`config.mk`:
```
export PLATFORM = sky130hd
export DESIGN_NAME = pipelined_adder
export DESIGN_NICKNAME = d
export VERILOG_FILES = /design/src/rtl/pipelined_adder_pkg.sv /design/src/rtl/adder_chunk.sv /design/src/rtl/full_adder.sv /design/src/rtl/pipelined_adder.sv
export SDC_FILE = /design/constraint.sdc
export NUM_CORES = 1
export LEC_CHECK = 0
export ABC_AREA = 1
export CORE_AREA = 2 2 89 176
export DETAILED_ROUTE_END_ITERATION = 10
export DIE_AREA = 0 0 91 178
export GPL_TIMING_DRIVEN = 0
export MAX_ROUTING_LAYER = met4
export PLACE_DENSITY = 0.83
export SLEW_MARGIN = 5
export SYNTH_ARGS = -nofsm -noshare
export SYNTH_HDL_FRONTEND = slang
export SYNTH_SLANG_ARGS = --single-unit
```
`constraint.sdc`:
```
create_clock -name clk -period 4.3 [get_ports clk]
set_input_delay 0.645 -clock clk [delete_from_list [all_inputs] [get_ports clk]]
set_output_delay 0.645 -clock clk [all_outputs]
set_load 0.01 [all_outputs]
```
`src/rtl/pipelined_adder_pkg.sv`:
```
// Shared configuration for the pipelined adder: default geometry, chunk
// derivation and the elaboration-time legality check.
package pipelined_adder_pkg;

    localparam int unsigned DEFAULT_WIDTH  = 32;
    localparam int unsigned DEFAULT_STAGES = 4;

    function automatic int unsigned chunk_width(input int unsigned width, input int unsigned stages);
        return (stages == 0) ? width : width / stages;
    endfunction

    function automatic bit cfg_ok(input int unsigned width, input int unsigned stages);
        return (stages >= 1) && (stages <= width) && ((width % stages) == 0);
    endfunction

endpackage

```
`src/rtl/adder_chunk.sv`:
```
// W-bit ripple-carry slice; also exposes the carry into its top bit so the
// final slice can derive signed overflow.
module adder_chunk #(
    parameter int unsigned W = 8
) (
    input  logic [W-1:0] a,
    input  logic [W-1:0] b,
    input  logic         c_in,
    output logic [W-1:0] sum,
    output logic         c_out,
    output logic         c_msb_in
);

    // Per-bit carry nets keep the chain free of self-referencing vectors.
    for (genvar i = 0; i < W; i++) begin : g_bit
        logic ci;
        logic co;
        if (i == 0) begin : g_lsb
            assign ci = c_in;
        end else begin : g_chain
            assign ci = g_bit[i-1].co;
        end
        full_adder u_fa (
            .a    (a[i]),
            .b    (b[i]),
            .cin  (ci),
            .s    (sum[i]),
            .cout (co)
        );
    end

    assign c_out    = g_bit[W-1].co;
    assign c_msb_in = g_bit[W-1].ci;

endmodule

```
`src/rtl/full_adder.sv`:
```
// Single-bit full adder cell used to build the ripple chunks.
module full_adder (
    input  logic a,
    input  logic b,
    input  logic cin,
    output logic s,
    output logic cout
);

    assign s    = a ^ b ^ cin;
    assign cout = (a & b) | (cin & (a ^ b));

endmodule

```
`src/rtl/pipelined_adder.sv`:
```
// Skewed-operand pipelined adder/subtractor: one CHUNK-bit ripple per stage,
// global stall on output backpressure, flags registered with the result.
module pipelined_adder
    import pipelined_adder_pkg::*;
#(
    parameter int unsigned WIDTH  = DEFAULT_WIDTH,
    parameter int unsigned STAGES = DEFAULT_STAGES
) (
    input  logic             clk,
    input  logic             rst_n,
    input  logic             in_valid,
    output logic             in_ready,
    input  logic [WIDTH-1:0] a,
    input  logic [WIDTH-1:0] b,
    input  logic             cin,
    input  logic             sub,
    output logic             out_valid,
    input  logic             out_ready,
    output logic [WIDTH-1:0] sum,
    output logic             cout,
    output logic             ovf,
    output logic             zero
);

    localparam int unsigned CHUNK = chunk_width(WIDTH, STAGES);

    if (!cfg_ok(WIDTH, STAGES)) begin : g_bad_cfg
        $error("pipelined_adder: need 1 <= STAGES <= WIDTH and WIDTH a multiple of STAGES");
    end

    logic             adv;
    logic [WIDTH-1:0] b_eff;
    logic             c0;

    assign adv      = ~out_valid | out_ready;
    assign in_ready = adv;
    assign b_eff    = sub ? ~b : b;
    assign c0       = sub ? 1'b1 : cin;

    for (genvar k = 0; k < STAGES; k++) begin : g_stage
        localparam int unsigned DONE = (k + 1) * CHUNK;
        localparam int unsigned LEFT = WIDTH - k * CHUNK;

        logic             v_in;
        logic [LEFT-1:0]  a_in;
        logic [LEFT-1:0]  b_in;
        logic             c_in;
        logic [CHUNK-1:0] ch_sum;
        logic             ch_cout;
        logic [DONE-1:0]  sum_d;
        logic [DONE-1:0]  sum_q;
        logic             valid_q;

        if (k == 0) begin : g_head
            assign v_in  = in_valid;
            assign a_in  = a;
            assign b_in  = b_eff;
            assign c_in  = c0;
            assign sum_d = ch_sum;
        end else begin : g_link
            assign v_in  = g_stage[k-1].valid_q;
            assign a_in  = g_stage[k-1].g_fwd.a_q;
            assign b_in  = g_stage[k-1].g_fwd.b_q;
            assign c_in  = g_stage[k-1].g_fwd.carry_q;
            assign sum_d = {ch_sum, g_stage[k-1].sum_q};
        end

        always_ff @(posedge clk or negedge rst_n) begin
            if (!rst_n) begin
                valid_q <= 1'b0;
                sum_q   <= '0;
            end else if (adv) begin
                valid_q <= v_in;
                if (v_in) sum_q <= sum_d;
            end
        end

        // Inner stages carry only the operand chunks not yet consumed.
        if (k < STAGES - 1) begin : g_fwd
            logic [LEFT-CHUNK-1:0] a_q;
            logic [LEFT-CHUNK-1:0] b_q;
            logic                  carry_q;
            logic                  msb_carry_unused;

            adder_chunk #(.W(CHUNK)) u_chunk (
                .a        (a_in[CHUNK-1:0]),
                .b        (b_in[CHUNK-1:0]),
                .c_in     (c_in),
                .sum      (ch_sum),
                .c_out    (ch_cout),
                .c_msb_in (msb_carry_unused)
            );

            always_ff @(posedge clk or negedge rst_n) begin
                if (!rst_n) begin
                    a_q     <= '0;
                    b_q     <= '0;
                    carry_q <= 1'b0;
                end else if (adv && v_in) begin
                    a_q     <= a_in[LEFT-1:CHUNK];
                    b_q     <= b_in[LEFT-1:CHUNK];
                    carry_q <= ch_cout;
                end
            end
        end else begin : g_last
            logic ch_cmsb;
            logic cout_q;
            logic ovf_q;
            logic zero_q;

            adder_chunk #(.W(CHUNK)) u_chunk (
                .a        (a_in[CHUNK-1:0]),
                .b        (b_in[CHUNK-1:0]),
                .c_in     (c_in),
                .sum      (ch_sum),
                .c_out    (ch_cout),
                .c_msb_in (ch_cmsb)
            );

            always_ff @(posedge clk or negedge rst_n) begin
                if (!rst_n) begin
                    cout_q <= 1'b0;
                    ovf_q  <= 1'b0;
                    zero_q <= 1'b0;
                end else if (adv && v_in) begin
                    cout_q <= ch_cout;
                    ovf_q  <= ch_cmsb ^ ch_cout;
                    zero_q <= (sum_d == '0);
                end
            end
        end
    end

    assign out_valid = g_stage[STAGES-1].valid_q;
    assign sum       = g_stage[STAGES-1].sum_q;
    assign cout      = g_stage[STAGES-1].g_last.cout_q;
    assign ovf       = g_stage[STAGES-1].g_last.ovf_q;
    assign zero      = g_stage[STAGES-1].g_last.zero_q;

endmodule

```
---- Word level (Yosys, flattened, before mapping) ----
Index checks and enable logic that the tools add are counted.
word-level totals
  register bits after elaboration ......... 186
  input bits .............................. 70
operators by class
  multiplexer cells ....................... 2
  bitwise logic cells ..................... 164
  reduce and logical (&&, ||, !) cells .... 9
operators with widths
  operator             number
  $xor A1 B1 Y1        65
  $and A1 B1 Y1        64
  $or A1 B1 Y1         33
  $logic_not A32 Y1    1
  $mux W32             1
  $not A32 Y32         1
  $reduce_and A2 Y1    4
  $logic_and A1 B1 Y1  4
  $mux W1              1
  $not A1 Y1           1

---- Longest topological paths before layout ----
  depth after elaboration ................. 19
  depth in mapped cells ................... 17
  gate-level depth less buffers ........... 17

---- Cells and area by module ----
From an unflattened synthesis, not the netlist that was laid out.
unflattened totals
  cells, all modules ...................... 780
  area total of the unflattened synthesis .. 7957.6 µm²
modules (own cells, without submodules)
  module           instances  cells each  area each (µm²)
  pipelined_adder  1          748         7317.0
  full_adder       32         1           20.0

---- Worst setup path after synthesis ----
Ideal clock, no wire load.
  path type ............................... input-to-reg
  start ................................... input sub
  end ..................................... register g_stage[0].sum_q[7]
  setup time .............................. 0.121 ns
  arrival ................................. 4.346 ns
  data required time ...................... 4.179 ns
  setup slack ............................. -0.167 ns
  stages .................................. 14
  path buffers ............................ 2
  path through ............................ buf_2 > buf_4 > xnor2_1 > fa_1 > fa_1 > fa_1 > fa_1 > fa_1 > fa_1 > fa_1 > inv_1 > fa_1 > nand2_1 > o21ai_1
on the way
  longest elaborated chain between the ends .. 17
  elaborated cells between the ends (all ways) .. 32
  classes of those cells .................. 2 x mux; 30 x bitwise
ends and longest elaborated chain
  item                                                line                   source
  start, declared                                     pipelined_adder.sv:16  input logic sub,
  $mux W32                                            pipelined_adder.sv:37  assign b_eff = sub ? ~b : b;
  $xor A1 B1 Y1                                       full_adder.sv:11       assign cout = (a & b) | (cin & (a ^ b));
  $and A1 B1 Y1                                       full_adder.sv:11
  $or A1 B1 Y1                                        full_adder.sv:11
  $and A1 B1 Y1                                       full_adder.sv:11
  $or A1 B1 Y1                                        full_adder.sv:11
  $and A1 B1 Y1                                       full_adder.sv:11
  $or A1 B1 Y1                                        full_adder.sv:11
  [2 not listed]                                      n/a
  $and A1 B1 Y1                                       full_adder.sv:11
  $or A1 B1 Y1                                        full_adder.sv:11
  $and A1 B1 Y1                                       full_adder.sv:11
  $or A1 B1 Y1                                        full_adder.sv:11
  $and A1 B1 Y1                                       full_adder.sv:11
  $or A1 B1 Y1                                        full_adder.sv:11
  $xor A1 B1 Y1 (*)                                   full_adder.sv:10       assign s = a ^ b ^ cin;
  named net g_stage[0].g_fwd.u_chunk.g_bit[7].u_fa.s  full_adder.sv:6        output logic s,
  end signal, assigned                                pipelined_adder.sv:74  if (v_in) sum_q <= sum_d;
  end, declared                                       pipelined_adder.sv:51  logic [DONE-1:0] sum_q;
The timed path passes the listed nets; every way through them passes the cells marked *.
A chain may end at the register's enable or synchronous reset.

---- Final worst setup path ----
  start ................................... register g_stage[2].g_fwd.a_q[0]
  end ..................................... register g_stage[3].g_last.zero_q, in the netlist zero
on the way
  longest elaborated chain between the ends .. 17
  elaborated cells between the ends (all ways) .. 25
  classes of those cells .................. 24 x bitwise; 1 x reduce/logical
ends and longest elaborated chain
  item                    line                                source
  start, declared         pipelined_adder.sv:80               logic [LEFT-CHUNK-1:0] a_q;
  start signal, assigned  pipelined_adder.sv:100              a_q <= a_in[LEFT-1:CHUNK];
  $xor A1 B1 Y1           full_adder.sv:10, full_adder.sv:11
  $and A1 B1 Y1           full_adder.sv:11
  $or A1 B1 Y1            full_adder.sv:11
  $and A1 B1 Y1           full_adder.sv:11
  $or A1 B1 Y1            full_adder.sv:11
  $and A1 B1 Y1           full_adder.sv:11
  $or A1 B1 Y1            full_adder.sv:11
  $and A1 B1 Y1           full_adder.sv:11
  $or A1 B1 Y1            full_adder.sv:11
  $and A1 B1 Y1           full_adder.sv:11
  $or A1 B1 Y1            full_adder.sv:11
  $and A1 B1 Y1           full_adder.sv:11
  $or A1 B1 Y1            full_adder.sv:11
  $and A1 B1 Y1           full_adder.sv:11
  $or A1 B1 Y1            full_adder.sv:11
  $xor A1 B1 Y1           full_adder.sv:10
  $logic_not A32 Y1 (*)   pipelined_adder.sv:128              zero_q <= (sum_d == '0);
  end signal, assigned    pipelined_adder.sv:128
  end, declared           pipelined_adder.sv:109              logic zero_q;
Mark *: on every way between the ends. The rest lies on a longest branch, timed or not.

==> run metrics <==
status complete, no violations; leakage 4.664 nW; top-count cell post-synth dfrtp_1; die height 178 um; Hold Crit Class primary input to async pin; max cap viols 0; # port buffers 105; Inst Count DP 1068; Setup Crit Path Kind flip-flop to flip-flop; Synth Area in Simple Gates 10.36%; ys async rst share 100.0%; Via Count 5619; grt peak-use layer met2; Mapped Nets 869; Syn. warnings 0; top-area cell type share of the netlist area 58.29%; vias in the first global route 5971; Routed Antenna Nets 0; Clock transition at path regs 0.07 ns; hpwl dp 12580 um; initial drt markers 394; Non-Filler Instances 1100; crit start category flip-flop; hold_buf cts 0; DRC 0; Total GRT Usage 23.78%; synth unique cells 23; M2 GR Usage 42.75%; routability cong. 0.8080; sequential area share after synthesis 58.29%; GR Util met3 3.845%; M1 GR Usage 24.81%; FF-to-FF Start g_stage[2].g_fwd.a_q[0]; die area 16200 um^2; cts bufs inserted 17; largest family of logic cells by synthesized area simple AND/OR/NAND/NOR gates; Rel. slew slack 61.52%; Initial Utilization 53.88%; Synth area leaders dfrtp_1 (58%), fa_1 (8.0%), nand2_1 (7.0%); syn avg cell area 10.41 um^2; Compound-Gate Fraction of Synth Area 9.715%; total power 7.135 mW; DR pass1 iterations 5; DIE WIDTH 91 um; Clock Tree Buf Depth 2; VDD IR-drop max 0.3838 mV; critical path peak fanout 2; Post-synth top cells dfrtp_1 (186), nand2_1 (148), o21ai_0 (102); num ports 107; drt wl/cell 15.79 um; post-synthesis adder-cell area fraction 8.023%; Vias per Instance 5.108; share of layout cells above drive strength 1 9.613%; post-synthesis xor/xnor area fraction 3.620%; Hold Fails Final Rpt 0; cell area after synthesis 7985 um^2; Core Area 14820 um^2; Critical Path Start g_stage[2].g_fwd.a_q[0]; Worst setup EP type flip-flop; clk_skew 0.01380 ns; area grow syn2layout 24.21%; top_reg_cell synth dfrtp_1; worst endpoint required time 4.62 ns; Final setup violation count 0; largest net degree at the start of global routing 121; antenna violations before repair 0; setup bufs post-CTS 0; Achievable Freq 242.6 MHz; Total Nets Final 994; Slew @ Worst Pin 0.5772 ns; post-synthesis mux area share 3.102%; # clock sinks 186; RSZ-0062 raised after global routing no; max-slew violation count 0; EDFF count, synth 0; fin crit share 95.85%; Critical Path AT 4.44 ns; pwr/cell area 719.3 nW/um^2; CTS tree done; # diodes 0; Seq cells post-synth 186; Rows 63; Final min period 4.122 ns; gr ovfl total 0; first-pass GRT wire length 28900 um; WL final 17370 um; setup TNS 0 ns; Clock Tree Root clkbuf_16; CTS H-tree depth 4; Clock Latency Late Sink 0.44 ns; area leader, netlist dfrtp_1; Synth Instances 767
[power by group]
| group | leakage, nW | switching, mW | internal (mW) |
|---|---|---|---|
| clock network | 0.288 | 0.728 | 0.803 |
| registers | 2.25 | 0.449 | 2.52 |
| logic | 2.13 | 1.47 | 1.17 |
[state kept, by name (all words and copies together), names as in the netlist]
name / count
out_valid: 1
cout: 1
g_stage.g_fwd.carry_q: 3
g_stage.g_fwd.b_q: 48
g_stage.g_fwd.a_q: 48
g_stage.valid_q: 3
g_stage.sum_q: 48
zero: 1
sum: 32
ovf: 1
[layout by cell type (no fill, tap or decap), drive strengths merged]
master         count
a21boi             1
a21oi             37
buf               32
clkbuf            28
clkdlybuf4s50    104
clkinv             5
dfrtp            186
fa                32
inv               97
mux2              22
nand2            153
nand3              5
nor2              54
o21ai            115
o21bai             1
xnor2             31
xor2               2
[cell families after synthesis]
group	Yosys count
and+or+nand+nor	212
AOI/OAI and AO/OA	154
DFF	186
muxes	22
buffers and inverters	128
adders and majority gates	32
xor gates and xnor gates	33
[through the flow]
stage | hold slack [ns] | instance area [um^2] | utilization [%] | worst slack (ns)
6_report | 0.1454 | 9918 | 66.93 | 0.1784
5_1_grt | 0.1822 | 9918 | 66.93 | 0.003539
4_1_cts | 0.1646 | 9908 | 66.86 | 0.06145
3_5_place_dp | 0.4721 | 9326 | 62.93 | -0.2610
3_3_place_gp | 0.4613 | 9294 | 62.72 | -4.654
2_1_floorplan | 0.3494 | 7999 | - | 0.02818
[final timing paths]
check / end / slack (ns) / cells past startpoint
setup / recovery: zero / 0.18 / 17
hold / removal: g_stage[0].g_fwd.a_q[11] / 0.15 / 1
setup reg to reg: zero / 0.18 / 17
hold reg to reg: sum[27] / 0.48 / 2
max in group asynchronous: g_stage[2].sum_q[2] / 3.21 / 2
min in group clk: sum[27] / 0.48 / 2
[worst max-delay path, stage by stage, from the launching register on]
cell	delay (ns)
dfrtp_1	0.44
fa_1	0.43
fa_1	0.40
fa_1	0.39
fa_1	0.37
inv_1	0.07
fa_1	0.16
inv_1	0.07
fa_1	0.39
fa_2	0.40
inv_1	0.10
fa_1	0.42
inv_1	0.08
nor2_1	0.04
nand2_1	0.07
nor2_2	0.05
nand3_1	0.06
o21bai_1	0.06
[timing repair]
action                                  4_1_cts  5_1_grt
endpoints found under the setup margin        0        3
endpoints found under the hold margin         0        0
gates resized for setup                       0        5
[routing by layer]
| layer | vias to the layer above | share of wire, % |
|---|---|---|
| met2 | 171 | 57 |
| met3 | 54 | 3.3 |
| met4 | 0 | 4.4 |
| met5 | - | 0 |
| met1 | 2750 | 36 |
| li1 | 2644 | - |
[area by class of cell]
cell class | count | area (um^2)
plain buffers | 38 | 216.5
clock inverters | 12 | 125.1
repair buffers | 106 | 1084
flip-flops and latches | 186 | 4654
fillers | 1127 | 4901
inverters | 90 | 337.8
well taps | 195 | 244.0
multi-input cells | 453 | 2800
clock buffers | 20 | 456.7
No activity file was read; power rests on OpenSTA's default activity.
